$ cat src/rtl/freq_word_ctrl.sv
// DDS frequency control word from six active-low buttons: sync, debounce, priority, saturating step.
// Optional auto-repeat while held: define FREQ_WORD_CTRL_AUTO_REPEAT_EN.
module freq_word_ctrl #(
    parameter int              W               = 32,
    parameter longint unsigned STEP_INIT       = 171798691,
    parameter longint unsigned STEP_MIN        = 858993,
    parameter longint unsigned STEP_MAX        = 171798691,
    parameter longint unsigned DELTA_COARSE    = 858993,
    parameter longint unsigned DELTA_MID       = 85899,
    parameter longint unsigned DELTA_FINE      = 85,
    parameter int              DEBOUNCE_CYCLES = 500000,
    parameter int              REPEAT_DELAY    = 25000000,
    parameter int              REPEAT_PERIOD   = 5000000
) (
    input  logic         clk,
    input  logic         reset,
    input  logic [5:0]   btn_n,
    output logic [W-1:0] step,
    output logic         step_update,
    output logic         at_max,
    output logic         at_min
);
    localparam int NB = 6;
    localparam int CW = (DEBOUNCE_CYCLES > 1) ? $clog2(DEBOUNCE_CYCLES) : 1;

    localparam logic [W:0] P_INIT = (W+1)'(STEP_INIT);
    localparam logic [W:0] P_MIN  = (W+1)'(STEP_MIN);
    localparam logic [W:0] P_MAX  = (W+1)'(STEP_MAX);
    localparam logic [W:0] P_DC   = (W+1)'(DELTA_COARSE);
    localparam logic [W:0] P_DM   = (W+1)'(DELTA_MID);
    localparam logic [W:0] P_DF   = (W+1)'(DELTA_FINE);

    logic [NB-1:0] r_sync1, r_sync2, r_deb, r_evt;
    logic [CW-1:0] r_cnt [NB];
    logic [W-1:0]  r_step;
    logic          r_update, r_at_max, r_at_min;

    logic [NB-1:0] w_raw, w_deb_next, w_press, w_evt_next;
    logic [CW-1:0] w_cnt_next [NB];

    assign w_raw = ~r_sync2;

    // Counter only runs while raw and debounced disagree; any agreement restarts it.
    always_comb begin
        w_deb_next = r_deb;
        w_press    = '0;
        for (int i = 0; i < NB; i++) begin
            w_cnt_next[i] = '0;
            if (w_raw[i] != r_deb[i]) begin
                if (r_cnt[i] == CW'(DEBOUNCE_CYCLES - 1)) begin
                    w_deb_next[i] = ~r_deb[i];
                    w_press[i]    = ~r_deb[i];
                end else begin
                    w_cnt_next[i] = r_cnt[i] + 1'b1;
                end
            end
        end
    end

`ifdef FREQ_WORD_CTRL_AUTO_REPEAT_EN
    localparam int RW = (REPEAT_DELAY > 1) ? $clog2(REPEAT_DELAY) : 1;

    logic [RW-1:0] r_tmr [NB];
    logic [RW-1:0] w_tmr_next [NB];
    logic [NB-1:0] w_rep;

    // After a repeat the timer reloads so the next one lands REPEAT_PERIOD cycles later.
    always_comb begin
        for (int i = 0; i < NB; i++) begin
            w_rep[i]      = r_deb[i] && (r_tmr[i] == RW'(REPEAT_DELAY - 1));
            w_tmr_next[i] = '0;
            if (!w_press[i] && r_deb[i]) begin
                w_tmr_next[i] = w_rep[i] ? RW'(REPEAT_DELAY - REPEAT_PERIOD) : r_tmr[i] + 1'b1;
            end
        end
    end

    always_ff @(posedge clk) begin
        if (reset) begin
            r_tmr <= '{default: '0};
        end else begin
            r_tmr <= w_tmr_next;
        end
    end

    assign w_evt_next = w_press | w_rep;
`else
    assign w_evt_next = w_press;
`endif

    logic         w_sel_vld;
    logic [2:0]   w_sel_idx;
    logic [W:0]   w_delta, w_ext, w_sum;
    logic [W-1:0] w_next;

    // Lowest index wins; simultaneous losers are dropped.
    always_comb begin
        w_sel_vld = 1'b0;
        w_sel_idx = '0;
        for (int i = NB - 1; i >= 0; i--) begin
            if (r_evt[i]) begin
                w_sel_vld = 1'b1;
                w_sel_idx = 3'(i);
            end
        end
    end

    always_comb begin
        case (w_sel_idx[2:1])
            2'd0:    w_delta = P_DC;
            2'd1:    w_delta = P_DM;
            default: w_delta = P_DF;
        endcase
        w_ext  = {1'b0, r_step};
        w_sum  = w_ext + w_delta;
        w_next = r_step;
        if (w_sel_vld) begin
            if (!w_sel_idx[0]) begin
                w_next = (w_sum > P_MAX) ? P_MAX[W-1:0] : w_sum[W-1:0];
            end else begin
                w_next = (w_ext < P_MIN + w_delta) ? P_MIN[W-1:0] : r_step - w_delta[W-1:0];
            end
        end
    end

    always_ff @(posedge clk) begin
        if (reset) begin
            r_sync1  <= '1;
            r_sync2  <= '1;
            r_deb    <= '0;
            r_evt    <= '0;
            r_cnt    <= '{default: '0};
            r_step   <= P_INIT[W-1:0];
            r_update <= 1'b0;
            r_at_max <= (P_INIT == P_MAX);
            r_at_min <= (P_INIT == P_MIN);
        end else begin
            r_sync1  <= btn_n;
            r_sync2  <= r_sync1;
            r_deb    <= w_deb_next;
            r_evt    <= w_evt_next;
            r_cnt    <= w_cnt_next;
            r_step   <= w_next;
            r_update <= (w_next != r_step);
            r_at_max <= ({1'b0, w_next} == P_MAX);
            r_at_min <= ({1'b0, w_next} == P_MIN);
        end
    end

    always_ff @(posedge clk) begin
        if (reset) begin
            assert ((STEP_MIN <= STEP_INIT) && (STEP_INIT <= STEP_MAX) &&
                    ((W >= 64) || (STEP_MAX < (64'd1 << W))) &&
                    (DEBOUNCE_CYCLES >= 1) && (REPEAT_PERIOD >= 1) &&
                    (REPEAT_DELAY >= REPEAT_PERIOD));
        end
    end

    assign step        = r_step;
    assign step_update = r_update;
    assign at_max      = r_at_max;
    assign at_min      = r_at_min;
endmodule

$ cat config.mk
export PLATFORM = sky130hd
export DESIGN_NAME = freq_word_ctrl
export DESIGN_NICKNAME = d
export VERILOG_FILES = /design/src/rtl/freq_word_ctrl.sv
export SDC_FILE = /design/constraint.sdc
export NUM_CORES = 1
export LEC_CHECK = 0
export CORE_MARGIN = 2
export CORE_UTILIZATION = 63
export DETAILED_ROUTE_END_ITERATION = 16
export PLACE_DENSITY = 0.91
export REMOVE_ABC_BUFFERS = 1
export SYNTH_ARGS = -nofsm -noshare
export SYNTH_HDL_FRONTEND = slang
export SYNTH_SLANG_ARGS = --single-unit
$ cat constraint.sdc
create_clock -name clk -period 7.64 [get_ports clk]
set_input_delay 1.91 -clock clk [delete_from_list [all_inputs] [get_ports clk]]
set_output_delay 1.91 -clock clk [all_outputs]
set_load 0.005 [all_outputs]
==> flow_metrics.env, run 1 <==
export IMPL_outcome="finished clean"
export IMPL_placeableCoreArea_um2=18890
export IMPL_fill_cells=1533
export IMPL_r2r_setup_slack_ps=410
export IMPL_yosys_warnings=0
export IMPL_max_cap_violations=0
export IMPL_nNetsFinal=1680
export IMPL_cts_tree="yes"
export IMPL_die_area_um2=20550
export IMPL_r2r_start="r_evt[0]"
export IMPL_ys_ff_latch=173
export IMPL_wl_per_cell_um=21.68
export IMPL_io_pins=43
export IMPL_post_cts_resized=0
export IMPL_initial_core_util_pct=64.77
export IMPL_r2r_end="at_max"
export IMPL_fin_total_pwr_mw=1.822
export IMPL_cts_sinks=173
export IMPL_synth_edf_count=0
export IMPL_finalWeightedCongestion=1.037
export IMPL_regArea_um2=3463
export IMPL_clk_pin_slew_ps=70
export IMPL_synth_flop_cell="dfxtp_1"
export IMPL_min_period_ps=7228
export IMPL_multi_input_area_um2=8307
export IMPL_reg2reg_depth=21
export IMPL_synth_cell_types=99
export IMPL_hold_path_class="flop to flop"
export IMPL_hold_violations=0
export IMPL_die_w_um=143.4
export IMPL_die_h_um=143.4
export IMPL_ant_nets=0
export IMPL_via_per_inst=6.820
export IMPL_rsz0062_at_grt="false"
export IMPL_async_flop_share_pct=0
export IMPL_whs_endpoint="r_sync2[5]"
export IMPL_worstSetupStartpointType="flop"
export IMPL_final_setup_tns_ps=0
export IMPL_drive_gt1_share_pct=6.806
export IMPL_irDropWorstVdd_mv=0.1716
export IMPL_crit_arrival_ps=7600
export IMPL_setup_viol=0
export IMPL_cp_max_fo=11
export IMPL_slew_viol_final=0
export IMPL_num_rows=50
export IMPL_postCtsSetupRepairBufs=0
export IMPL_track_usage_pct=39.83
export IMPL_grt_pass1_vias=12100
export IMPL_crit_type="flop to flop"
export IMPL_power_leakage_nw=4.752
export IMPL_syn_to_final_growth_pct=9.581
export IMPL_grt_overflow=0
export IMPL_clock_skew_ps=13.63
export IMPL_drtIter0Drc=1766
export IMPL_finalNonFillerCells=1892
export IMPL_vias=12900
export IMPL_antenna_found_initial=1
export IMPL_end_kind="flop"
export IMPL_io_buffers=42
export IMPL_cts_root_buffer="clkbuf_16"
export IMPL_grt_pass1_wl_um=64130
export IMPL_syn_inst=1616
export IMPL_synth_area_um2=12240
export IMPL_min_delay_path_depth=1
export IMPL_maxSlewHeadroom_pct=20.70
export IMPL_min_from="r_sync1[5]"
export IMPL_timing_final_crit_share_pct=94.61
export IMPL_clock_path_buffers=2
export IMPL_worstMarginPinSlew_ps=1186
export IMPL_max_freq_mhz=138.4
export IMPL_holdBufCountCts=0
export IMPL_p_per_area_nw_per_um2=135.9
export IMPL_dp_cells=1859
export IMPL_firstDrtPassIters=8
export IMPL_yosysSeqAreaShare_pct=28.30
export IMPL_dpl_hpwl_um=28940
export IMPL_wl_um=41020
export IMPL_worstPathRequired_ps=8020
export IMPL_grt_max_degree=51
export IMPL_syn_avg_cell_area_um2=7.572
export IMPL_drcViolationCount=0
export IMPL_clk_latency_ps=440
export IMPL_cts_made_buffers=17
export IMPL_htree_levels=4
logic make-up (layout without fill, tap and decap cells):
logic type / after synthesis / after routing / share of synthesized area (%)
XOR/XNOR: 120 / 120 / 8.589
other: 1 / 2 / 0.03065
AO/OA/AOI/OAI: 386 / 386 / 21.99
flip-flops: 173 / 173 / 28.30
AND/OR/NAND/NOR: 762 / 762 / 31.30
buffers and inverters: 119 / 134 / 4.049
adder cells (fa/ha/maj): 54 / 54 / 5.644
multiplexers: 1 / 1 / 0.09202
registers in the layout, summed over array words and instances, names as in the netlist:
register     cells
r_deb            6
at_min           1
step            32
r_cnt          114
step_update      1
r_sync2          6
r_evt            6
r_sync1          6
at_max           1
cell type report:
class,instances,share of cell area [%]
Timing Repair Buffer,59,4.050
Sequential cell,173,25.83
Clock inverter,15,1.353
Tap cell,260,2.426
Antenna cell,1,0.01866
Multi-Input combinational cell,1324,61.95
Inverter,43,1.204
Clock buffer,17,3.173
where the power goes:
group	switching, mW	internal, mW
registers	0.00275	0.905
clock network	0.448	0.447
logic	0.0126	0.00698
metal layers:
metal | track usage [%] | vias to the layer above | routed length [um]
met5 | 0 | - | 0
met4 | 18.47 | 0 | 2015
li1 | - | 5863 | -
met3 | 10.53 | 201 | 4678
met2 | 62.96 | 833 | 18120
met1 | 50.87 | 6007 | 16210
cells in the mapped netlist, drive strengths merged (13+ instances only):
library cell,instances,area share [%]
nor2,238,7.3
dfxtp,173,28
nand2,140,4.3
o21ai,89,3.8
nand3,80,3.3
a21oi,79,3.3
xor2,72,5.2
clkbuf,56,1.7
ha,52,5.3
xnor2,48,3.4
inv,43,1.3
nor3,43,1.8
and3,41,2.1
or2,32,1.6
nand4,30,1.5
nor4,27,1.4
or3,22,1.2
buf,20,1.0
nand2b,20,1.0
nor2b,18,0.92
a211oi,17,1.0
a31oi,16,0.94
and2,15,0.77
a21o,14,0.86
o21a,14,0.86
o31ai,14,0.90
o211ai,13,0.80
layout by cell type, fill, tap and decap left out, types with 7 or more instances in the layout:
master             n
xnor2_1           48
or4_1              9
nor2b_1           18
nor4_1            26
o211ai_1          13
o31a_1             7
clkbuf_16         17
a211o_1            8
or2_2             27
nand4_1           30
ha_1              51
nor3_1            41
a2111oi_0          9
inv_1             43
a211oi_1          17
o21a_1            14
clkdlybuf4s50_1   41
xor2_1            72
nor3b_1            9
and2_1            15
dfxtp_1          173
and3_1            41
o21ai_0           76
a31oi_1           15
buf_4             17
nand2b_1          20
o31ai_1           12
o22ai_1           11
o21ai_1           10
nand3_1           80
or3_1             21
a21oi_1           77
nand2_1          140
nor2_1           236
nor4b_1            8
a21o_1            14
per-stage QoR:
step / hold slack (ps) / cell area, um^2 / worst slack, ps / utilization (%)
floorplan: 389.5 / 11900 / 1524 / -
CTS: 419.4 / 13390 / 501.8 / 70.89
detailed placement: 399.4 / 12790 / 570.1 / 67.68
finish: 418.4 / 13410 / 412.1 / 70.97
global placement: 390.9 / 12790 / 737.1 / 67.68
global route: 425.1 / 13410 / 59.77 / 70.96
worst max-delay path by stage:
stage | slack (ps) | start | end | cells after the start
finish | 410 | r_evt[0] | at_max | 21
global route | 60 | r_evt[0] | at_max | 21
CTS | 500 | r_evt[2] | at_max | 21
detailed placement | 570 | r_evt[2] | at_max | 21
global placement | 740 | r_evt[2] | at_max | 21
floorplan | 1520 | r_evt[3] | step_update | 20
critical path, cell delays in order (launching register included):
cell       delay, ps
dfxtp_1          430
or2_1            440
nor2_1           160
inv_1            270
ha_1             420
inv_1            220
ha_1             480
or2_1            350
a211oi_1         420
o211a_1          290
o31ai_1          120
a211oi_1         450
nand4b_1         190
or4_1            480
or3_1            380
a21oi_4          330
buf_4            250
o21ai_1          160
a21oi_1          270
nand2_1           90
a2111oi_0        680
a41o_1           280
Power figures use the tool's default switching activity.
==> run 2, diff against run 1 <==
--- a/config.mk
+++ b/config.mk
@@ -13,3 +13,4 @@
 export SYNTH_ARGS = -nofsm -noshare
 export SYNTH_HDL_FRONTEND = slang
 export SYNTH_SLANG_ARGS = --single-unit
+export TNS_END_PERCENT = 20
==> results of run 2 <==
Same layout as run 1: the final DEF is identical, and so are final timing and power.
